## src/rtl/sdram_port_arbiter.sv

```systemverilog
// Two-requester arbiter in front of a single-port SDRAM controller: fixed SPI priority,
// one transaction per grant, no-ack watchdog. Optional starvation guard: ARB_STARVE_GUARD_EN.
module sdram_port_arbiter #(
  parameter int ADDR_BITS      = 32,
  parameter int TIMEOUT_CYCLES = 1024,
  parameter int STARVE_LIMIT   = 8
) (
  input  logic                 clk,
  input  logic                 reset,
  input  logic [ADDR_BITS-1:0] spi_addr,
  input  logic [7:0]           spi_wr_data,
  input  logic                 spi_we,
  input  logic                 spi_enable,
  output logic [7:0]           spi_rd_data,
  output logic                 spi_ack,
  output logic                 spi_idle,
  input  logic [ADDR_BITS-1:0] user_addr,
  input  logic [7:0]           user_wr_data,
  input  logic                 user_we,
  input  logic                 user_enable,
  output logic [7:0]           user_rd_data,
  output logic                 user_ack,
  output logic                 user_idle,
  output logic [ADDR_BITS-1:0] sd_addr,
  output logic [7:0]           sd_wr_data,
  output logic                 sd_we,
  output logic                 sd_enable,
  input  logic [7:0]           sd_rd_data,
  input  logic                 sd_ack,
  input  logic                 sd_idle,
  output logic                 timeout_err
);

  // state     | meaning
  // IDLE      | no grant; arbitrate when sd_idle
  // BUSY_SPI  | SPI owns the controller, waiting for sd_ack
  // BUSY_USER | user owns the controller, waiting for sd_ack
  // RELEASE   | wait for owner enable low and sd_idle before re-arbitrating
  typedef enum logic [1:0] {IDLE, BUSY_SPI, BUSY_USER, RELEASE} state_t;

  localparam int WD_W = (TIMEOUT_CYCLES > 2) ? $clog2(TIMEOUT_CYCLES) : 1;
  localparam logic [WD_W-1:0] WD_LAST = WD_W'(TIMEOUT_CYCLES - 1);

  if (TIMEOUT_CYCLES < 2) begin : g_bad_timeout
    $error("TIMEOUT_CYCLES must be at least 2");
  end
  if (STARVE_LIMIT < 1 || STARVE_LIMIT > 255) begin : g_bad_starve_limit
    $error("STARVE_LIMIT must be in 1..255");
  end

  state_t                 state_q, state_d;
  logic [ADDR_BITS-1:0]   sd_addr_q, sd_addr_d;
  logic [7:0]             sd_wr_data_q, sd_wr_data_d;
  logic                   sd_we_q, sd_we_d;
  logic                   sd_enable_q, sd_enable_d;
  logic                   timeout_err_q, timeout_err_d;
  logic [WD_W-1:0]        wd_cnt_q, wd_cnt_d;
  logic                   owner_user_q, owner_user_d;

  logic can_grant, grant_spi, grant_user, starved, owner_en;

`ifdef ARB_STARVE_GUARD_EN
  logic [7:0] starve_cnt_q, starve_cnt_d;

  assign starved = (starve_cnt_q == 8'(STARVE_LIMIT));

  always_comb begin
    starve_cnt_d = starve_cnt_q;
    if (grant_user)
      starve_cnt_d = 8'd0;
    else if (grant_spi)
      starve_cnt_d = user_enable ? starve_cnt_q + 8'd1 : 8'd0;
  end

  always_ff @(posedge clk) begin
    if (reset) starve_cnt_q <= 8'd0;
    else       starve_cnt_q <= starve_cnt_d;
  end
`else
  assign starved = 1'b0;
`endif

  assign can_grant  = (state_q == IDLE) && sd_idle;
  assign grant_user = can_grant && user_enable && (!spi_enable || starved);
  assign grant_spi  = can_grant && spi_enable && !grant_user;
  assign owner_en   = owner_user_q ? user_enable : spi_enable;

  always_comb begin
    state_d       = state_q;
    sd_addr_d     = sd_addr_q;
    sd_wr_data_d  = sd_wr_data_q;
    sd_we_d       = sd_we_q;
    sd_enable_d   = sd_enable_q;
    timeout_err_d = 1'b0;
    wd_cnt_d      = wd_cnt_q;
    owner_user_d  = owner_user_q;
    case (state_q)
      IDLE: begin
        if (grant_spi) begin
          sd_addr_d    = spi_addr;
          sd_wr_data_d = spi_wr_data;
          sd_we_d      = spi_we;
          sd_enable_d  = 1'b1;
          wd_cnt_d     = '0;
          owner_user_d = 1'b0;
          state_d      = BUSY_SPI;
        end else if (grant_user) begin
          sd_addr_d    = user_addr;
          sd_wr_data_d = user_wr_data;
          sd_we_d      = user_we;
          sd_enable_d  = 1'b1;
          wd_cnt_d     = '0;
          owner_user_d = 1'b1;
          state_d      = BUSY_USER;
        end
      end
      BUSY_SPI, BUSY_USER: begin
        if (sd_ack) begin
          sd_enable_d = 1'b0;
          sd_we_d     = 1'b0;
          state_d     = RELEASE;
        end else if (wd_cnt_q == WD_LAST) begin
          // Abort without acking the owner; it sees only the error pulse.
          timeout_err_d = 1'b1;
          sd_enable_d   = 1'b0;
          sd_we_d       = 1'b0;
          state_d       = RELEASE;
        end else begin
          wd_cnt_d = wd_cnt_q + 1'b1;
        end
      end
      RELEASE: begin
        if (!owner_en && sd_idle) state_d = IDLE;
      end
      default: state_d = IDLE;
    endcase
  end

  always_ff @(posedge clk) begin
    if (reset) begin
      state_q       <= IDLE;
      sd_addr_q     <= '0;
      sd_wr_data_q  <= 8'd0;
      sd_we_q       <= 1'b0;
      sd_enable_q   <= 1'b0;
      timeout_err_q <= 1'b0;
      wd_cnt_q      <= '0;
      owner_user_q  <= 1'b0;
    end else begin
      state_q       <= state_d;
      sd_addr_q     <= sd_addr_d;
      sd_wr_data_q  <= sd_wr_data_d;
      sd_we_q       <= sd_we_d;
      sd_enable_q   <= sd_enable_d;
      timeout_err_q <= timeout_err_d;
      wd_cnt_q      <= wd_cnt_d;
      owner_user_q  <= owner_user_d;
    end
  end

  assign sd_addr      = sd_addr_q;
  assign sd_wr_data   = sd_wr_data_q;
  assign sd_we        = sd_we_q;
  assign sd_enable    = sd_enable_q;
  assign timeout_err  = timeout_err_q;
  assign spi_rd_data  = sd_rd_data;
  assign user_rd_data = sd_rd_data;
  assign spi_ack      = (state_q == BUSY_SPI) && sd_ack;
  assign user_ack     = (state_q == BUSY_USER) && sd_ack;
  assign spi_idle     = can_grant;
  assign user_idle    = can_grant && (!spi_enable || starved);

endmodule

```

## config.mk

```make
export PLATFORM = sky130hd
export DESIGN_NAME = sdram_port_arbiter
export DESIGN_NICKNAME = d
export VERILOG_FILES = /design/src/rtl/sdram_port_arbiter.sv
export SDC_FILE = /design/constraint.sdc
export NUM_CORES = 1
export LEC_CHECK = 0
export ABC_CLOCK_PERIOD_IN_PS = 1900
export CORE_ASPECT_RATIO = 0.9
export CORE_MARGIN = 2
export CORE_UTILIZATION = 35
export CTS_BUF_LIST = sky130_fd_sc_hd__clkbuf_4 sky130_fd_sc_hd__clkbuf_8 sky130_fd_sc_hd__clkbuf_16
export CTS_CLUSTER_SIZE = 20
export DETAILED_ROUTE_END_ITERATION = 8
export GPL_ROUTABILITY_DRIVEN = 0
export PLACE_DENSITY = 0.83
export SLEW_MARGIN = 10
export SYNTH_ARGS = -nofsm -noshare
export SYNTH_HDL_FRONTEND = slang
export SYNTH_SLANG_ARGS = --single-unit
```

## constraint.sdc

```tcl
create_clock -name clk -period 1.9 [get_ports clk]
set_clock_uncertainty 0.2 [all_clocks]
set_input_delay 0.475 -clock clk [delete_from_list [all_inputs] [get_ports clk]]
set_output_delay 0.475 -clock clk [all_outputs]
set_load 0.02 [all_outputs]
```

==> flow_summary_export.csv, run 1 <==
group,metric,value,unit
grt,met3_usage,3.97,%
yosys,async_flop_share,0,%
sta,max_clock_freq,0.514,GHz
power_and_ir_drop,power_frac_clock,14.7,%
critical_path,cpPeakStageDelay,0.34,ns
power_and_ir_drop,switchingPower,1750,uW
floorplan,design.die.area,8930,sq um
sta,worst_pin_slew,0.483,ns
clock_network,ctsHtreeMaxLevel,2,
floorplan,fp.dieW,99.4,um
grt,overflow,0,
run,cap_violations,0,
power_and_ir_drop,sequentialPowerShare,33.6,%
sta,period_share,102,%
layout,diodes,0,
clock_network,cts.sinks,56,
drt,wl,8.52,mm
grt,met2_usage,31.5,%
yosys,ys_ff_latch,56,
floorplan,io_pins,159,
grt,grt_start_max_net_pins,45,
critical_path,critPathSlowestCell,"dfxtp_2",
critical_path,critPathCaptureType,"output port",
grt,grt_pass1_vias,2845,
floorplan,num_rows,31,
critical_path,critical_path_class,"register to output port",
yosys,synth_area_leader_cell,"dfxtp_1",
power_and_ir_drop,combPwrFrac,51.7,%
clock_network,path_clk_slew,0.10,ns
drt,via_count,2876,
outcome,outcome,"finished with violations",
yosys,synthesis.nets,414,
floorplan,start_util,35.9,%
yosys,synth_area_per_cell,9.16,sq um
grt,use_met1,20.4,%
yosys,synth_warnings,0,
power_and_ir_drop,cellPowerDensity,983,nW/um^2
critical_path,crit_chain,"inv_2, ha_4, and2_4, nor2b_4, buf_6",
yosys,synth-edff-count,0,
place,pre_cts_ws,-0.640,ns
outcome,violations,"setup timing",
clock_network,cts_tree,"done",
place,hpwl,6.15,mm
clock_network,cts_buffer_depth,2,
drt,drtPass1Iterations,4,
grt,antenna_found_initial,0,
power_and_ir_drop,ir_drop,369,uV
layout,drive_gt1_share,19.6,%
layout,layout_common_cells,"clkdlybuf4s50_1, dfxtp_1, dlygate4sd2_1",
yosys,synth_top_cell_area_share,39.1,%
floorplan,fp.dieH,89.9,um
power_and_ir_drop,p_sw_share,37.9,%
yosys,seq_area_frac_synth,39.1,%
yosys,synthTopCellsByArea,"dfxtp_1, mux2i_1, a211oi_1",
drt,routed_via_density,5.19,
layout,utilization,58.9,%
drt,ant_nets,0,
sta,setup-violations-final,9,
critical_path,crit_path_max_fanout,3,
clock_network,cts-root-buf,"clkbuf_8",
layout,fin_nets,555,
grt,grt_pass1_wl,13.1,mm
floorplan,core_area,7990,sq um
place,portBuffers,134,
yosys,syn_area,2870,sq um
clock_network,clock_latency,0.30,ns
drt,drt-initial-drc-count,50,
grt,grt_util_all_layers,17.8,%
yosys,ys_types,43,
power_and_ir_drop,leakage,0.00190,uW
sta,timing.final.hold_violations,0,
sta,fin_ws,-0.0441,ns
layout,synthToLayoutAreaGrowth,64.1,%
critical_path,arrival,1.27,ns
layout,layout_commonest_cell,"clkdlybuf4s50_1",
drt,drc,0,
sta,relSlewSlack,67.7,%
critical_path,required,1.22,ns
sta,period_needed,1.94,ns
clock_network,cts_buffers,5,
sta,rsz0062_at_grt,"yes",
grt,busiest_layer,"met2",
critical_path,start_kind,"register",
power_and_ir_drop,power.internal,2880,uW
yosys,syn_inst,313,
sta,drv_slew,0,
yosys,synth_flop_cell,"dfxtp_1",
worst_hold_path,worstHoldPathType,"register to register",
drt,wl_per_cell,15.4,um
synth_stat cells (4+ instances only):
cell type and n:
a211oi_1 42, a21oi_1 7, a31oi_1 4, and2_1 4, buf_1 5, buf_2 6, buf_4 16, clkbuf_1 11
dfxtp_1 56, ha_1 5, inv_1 7, mux2i_1 42, nand2_1 6, nand3_1 9, nor2_1 44, o311ai_0 4
o31ai_1 7
repair_timing:
action,CTS,global route
buffers inserted,5,1
hold buffers,0,0
pin swaps,6,8
hold endpoints to repair,0,0
gates cloned,0,1
setup endpoints to repair,80,42
gates resized for setup,91,19
critical path: cells and delay by family (launching register included):
| family | cells | cell delay (ns) |
|---|---|---|
| flops | 1 | 0.34 |
| simple gates | 2 | 0.27 |
| buf+inv | 2 | 0.20 |
| fa+ha+maj | 1 | 0.15 |
layer usage:
layer | vias up | wire (um) | share of wire (%)
met1 | 1335 | 3360 | 39
met3 | 21 | 566 | 6.6
met5 | - | 0 | 0
met4 | 0 | 239 | 2.8
met2 | 108 | 4350 | 51
li1 | 1412 | - | -
final cells by class:
cell class              instances  area [sq um]
multi-input cells             208          1660
inverters                       8          30.0
clock inverters                 1          8.76
flip-flops and latches         56          1130
clock buffers                   7          83.8
repair buffers                175          1670
fillers                       702          3280
well taps                      99           124
power groups by stage:
stage | registers, uW | clock network (uW) | logic, uW
after floorplan | 1870 | 0 | 898
after global placement | 1570 | 0 | 2160
after detailed placement | 1580 | 0 | 2210
after CTS | 1550 | 705 | 2230
after global routing | 1590 | 756 | 2560
final | 1560 | 679 | 2390
flip-flops by register name, summed over array words and instances (netlist names):
signal / flops
sd_addr: 32
wd_cnt_q: 10
sd_wr_data: 8
state_q: 2
owner_user_q: 1
sd_enable: 1
sd_we: 1
timeout_err: 1
through the flow:
stage	cells	cell area (sq um)	hold WS [ns]	power, uW	setup TNS (ns)
floorplan	313	2890	0.258	2760	-0.363
global placement	540	4400	0.249	3740	-18.13
detailed placement	540	4400	0.279	3800	-21.73
CTS	552	4560	0.289	4490	-0.172
global route	554	4710	0.313	4910	-1.03
finish	554	4710	0.285	4630	-0.207
path summary, 6_finish.rpt:
check	slack, ns	cells past startpoint	from	end
hold / removal	0.28	2	sd_we$_SDFFE_PP0P_	sd_we$_SDFFE_PP0P_
hold reg to reg	0.28	2	sd_we$_SDFFE_PP0P_	sd_we$_SDFFE_PP0P_
setup reg to reg	-0.04	7	state_q[1]$_SDFFE_PP0P_	wd_cnt_q[9]$_SDFFE_PP0P_
setup / recovery	-0.04	5	state_q[1]$_SDFFE_PP0P_	user_idle
kinds of logic after synthesis:
group,share of synthesized area (%)
compound gates,21.7
mux,15.1
flops,39.1
buf+inv,9.56
simple gates,12.4
fa+ha+maj,2.18
Note: power is estimated with default switching activity, not from simulation.
==> inputs of run 2 (changes only) <==
Settings changed: ABC_CLOCK_PERIOD_IN_PS 1900 to 1800, CORE_UTILIZATION 35 to 39, PLACE_DENSITY 0.83 to 0.87, RECOVER_POWER set to 100.
Clock period 1.9 ns to 1.8 ns, I/O delays scaled along.
==> run 2 against run 1 <==
  * The run still ends with setup timing left
  * Register-to-register slack worse by 0.11 ns
  * Critical path type is now register to register
  * Sequential cell count stayed put
  * Critical endpoint is now wd_cnt_q[2]$_SDFFE_PP0P_
  * Wire length is 21% higher
  * Total power up 14%
  * Final cell count up 2.2%
  * Largest cell class unchanged
  * Utilization up 13 points
  * Worst hold slack better by 0.0040 ns
  * Die area decreased by 9.8%
  * Cell area up 8.2%
  * Global-route usage up 6.9 points
  * Highest routed layer unchanged
==> flow_summary_export.csv, run 2 (synthesis results as in run 1) <==
group,metric,value,unit
worst_hold_path,min_from,"reset",
place,hpwl,6.40,mm
clock_network,cts-root-buf,"clkbuf_8",
drt,drc,0,
power_and_ir_drop,ir_drop,600,uV
floorplan,start_util,40.5,%
place,portBuffers,134,
drt,wl,10.3,mm
sta,hold_slack,0.289,ns
floorplan,core_area,7080,sq um
grt,overflow,0,
power_and_ir_drop,leakage,0.00204,uW
grt,antenna_found_initial,0,
clock_network,clock_latency,0.31,ns
sta,rsz0062_at_grt,"yes",
drt,ant_nets,0,
clock_network,cts.sinks,56,
critical_path,cpPeakStageDelay,0.38,ns
grt,grt_pass1_wl,15.5,mm
critical_path,crit_path_frequent_cell,"buf_6",
layout,layout_common_cells,"clkdlybuf4s50_1, dfxtp_1, dlygate4sd2_1",
power_and_ir_drop,cellPowerDensity,1040,nW/um^2
clock_network,ctsHtreeMaxLevel,2,
sta,period_needed,1.96,ns
critical_path,startpoint,"state_q[0]$_SDFFE_PP0P_",
critical_path,r2r-start,"state_q[0]$_SDFFE_PP0P_",
sta,fin_ws,-0.159,ns
critical_path,crit_chain,"inv_2, ha_4, buf_6, o211ai_1, a21o_1, or3_4, buf_6, o32ai_2",
place,place_area,4470,sq um
sta,setup-violations-final,56,
grt,grt_pass1_vias,3286,
layout,diodes,0,
worst_hold_path,worstHoldPathType,"primary input to register",
floorplan,num_rows,29,
sta,finalSetupTns,-5.47,ns
grt,grt_start_max_net_pins,37,
layout,drive_gt1_share,30.7,%
drt,drt-initial-drc-count,117,
critical_path,critical_path_class,"register to register",
clock_network,cts_tree,"done",
floorplan,fp.dieH,85.4,um
layout,synthToLayoutAreaGrowth,77.6,%
drt,wl_per_cell,18.2,um
layout,fill_cells,493,
layout,layout_commonest_cell,"clkdlybuf4s50_1",
outcome,violations,"setup timing",
sta,worst_pin_slew,0.440,ns
layout,fin_nets,573,
grt,grt_util_all_layers,24.7,%
floorplan,io_pins,159,
layout,fin_area,5090,sq um
critical_path,arrival,1.99,ns
floorplan,design.die.area,8060,sq um
critical_path,start_kind,"register",
layout,largest_register_ff_count,32,
clock_network,holdBufCountCts,0,
floorplan,fp.dieW,94.4,um
clock_network,cts_buffer_depth,2,
critical_path,required,1.83,ns
clock_network,path_clk_slew,0.10,ns
sta,max_clock_freq,0.511,GHz
sta,drv_slew,0,
layout,utilization,72.0,%
sta,relSlewSlack,70.6,%
run,cap_violations,0,
clock_network,cts_buffers,5,
sta,period_share,109,%
drt,routed_via_density,5.60,
critical_path,crit_path_max_fanout,5,
critical_path,critPathSlowestCell,"or3_4",
drt,drtPass1Iterations,4,
outcome,outcome,"finished with violations",
sta,timing.final.hold_violations,0,
critical_path,critPathCaptureType,"register",
drt,via_count,3168,
==> run 2: cell count changes in the layout (fill, tap and decap cells not counted), moves of 5 or more <==
| cell | before | now |
|---|---|---|
| a211oi_1 | 42 | 23 |
| a211oi_2 | 0 | 19 |
| buf_16 | 0 | 5 |
| buf_4 | 32 | 40 |
| buf_6 | 7 | 13 |
| mux2i_1 | 42 | 29 |
| mux2i_2 | 0 | 12 |
==> run 2: per-layer routing <==
metal | part of all wire [%] | up-vias | track usage (%)
met2 | 53 | 151 | 45.6
met3 | 7.0 | 36 | 4.97
met4 | 3.1 | 0 | 13.0
li1 | - | 1452 | -
met1 | 37 | 1529 | 26.1
met5 | 0 | - | 0
==> run 2: cell type report <==
class,instances,area (sq um),share of cell area [%]
clock buffers,7,90.1,1.77
clock inverters,1,7.51,0.147
inverters,8,30.0,0.590
multi-input cells,208,1820,35.7
flip-flops and latches,56,1120,22.1
well taps,93,116,2.29
repair buffers,193,1900,37.4
==> run 2: worst paths after layout <==
path	endpoint	slack (ns)	depth (start not counted)
setup / recovery	wd_cnt_q[2]$_SDFFE_PP0P_	-0.16	8
hold / removal	sd_enable$_SDFFE_PP0P_	0.29	3
setup reg to reg	wd_cnt_q[2]$_SDFFE_PP0P_	-0.16	8
hold reg to reg	sd_addr[31]$_SDFFE_PP0P_	0.30	2
==> run 2: critical path: cells and delay by family (launching register included) <==
| family | cells | cell delay [ns] |
|---|---|---|
| compound gates | 3 | 0.50 |
| fa+ha+maj | 1 | 0.14 |
| simple gates | 1 | 0.38 |
| buf+inv | 3 | 0.31 |
| flops | 1 | 0.34 |
==> run 2: metrics by stage <==
step / setup slack, ns / power (uW) / instances
6_report: -0.159 / 5280 / 566
2_1_floorplan: -0.172 / 2950 / 313
4_1_cts: -0.161 / 5090 / 568
5_1_grt: -0.210 / 5530 / 566
3_5_place_dp: -0.703 / 4040 / 545
3_3_place_gp: -0.677 / 3960 / 545
==> run 2: power breakdown <==
group          internal [uW]  switching, uW  leakage (uW)
Sequential              1510            136      0.000461
Clock                    329            419     0.0000479
Combinational           1390           1500       0.00153
==> run 2: repair_timing <==
item,CTS,global route
pin swaps,15,24
gates cloned,6,0
setup endpoints to repair,99,58
gates resized for setup,126,43
setup buffers,9,1
==> inputs of run 3 (changes only) <==
Settings changed: SLEW_MARGIN 10 to 25.
==> results of run 3 <==
No change in the layout: final DEF, timing and power equal those of run 2.
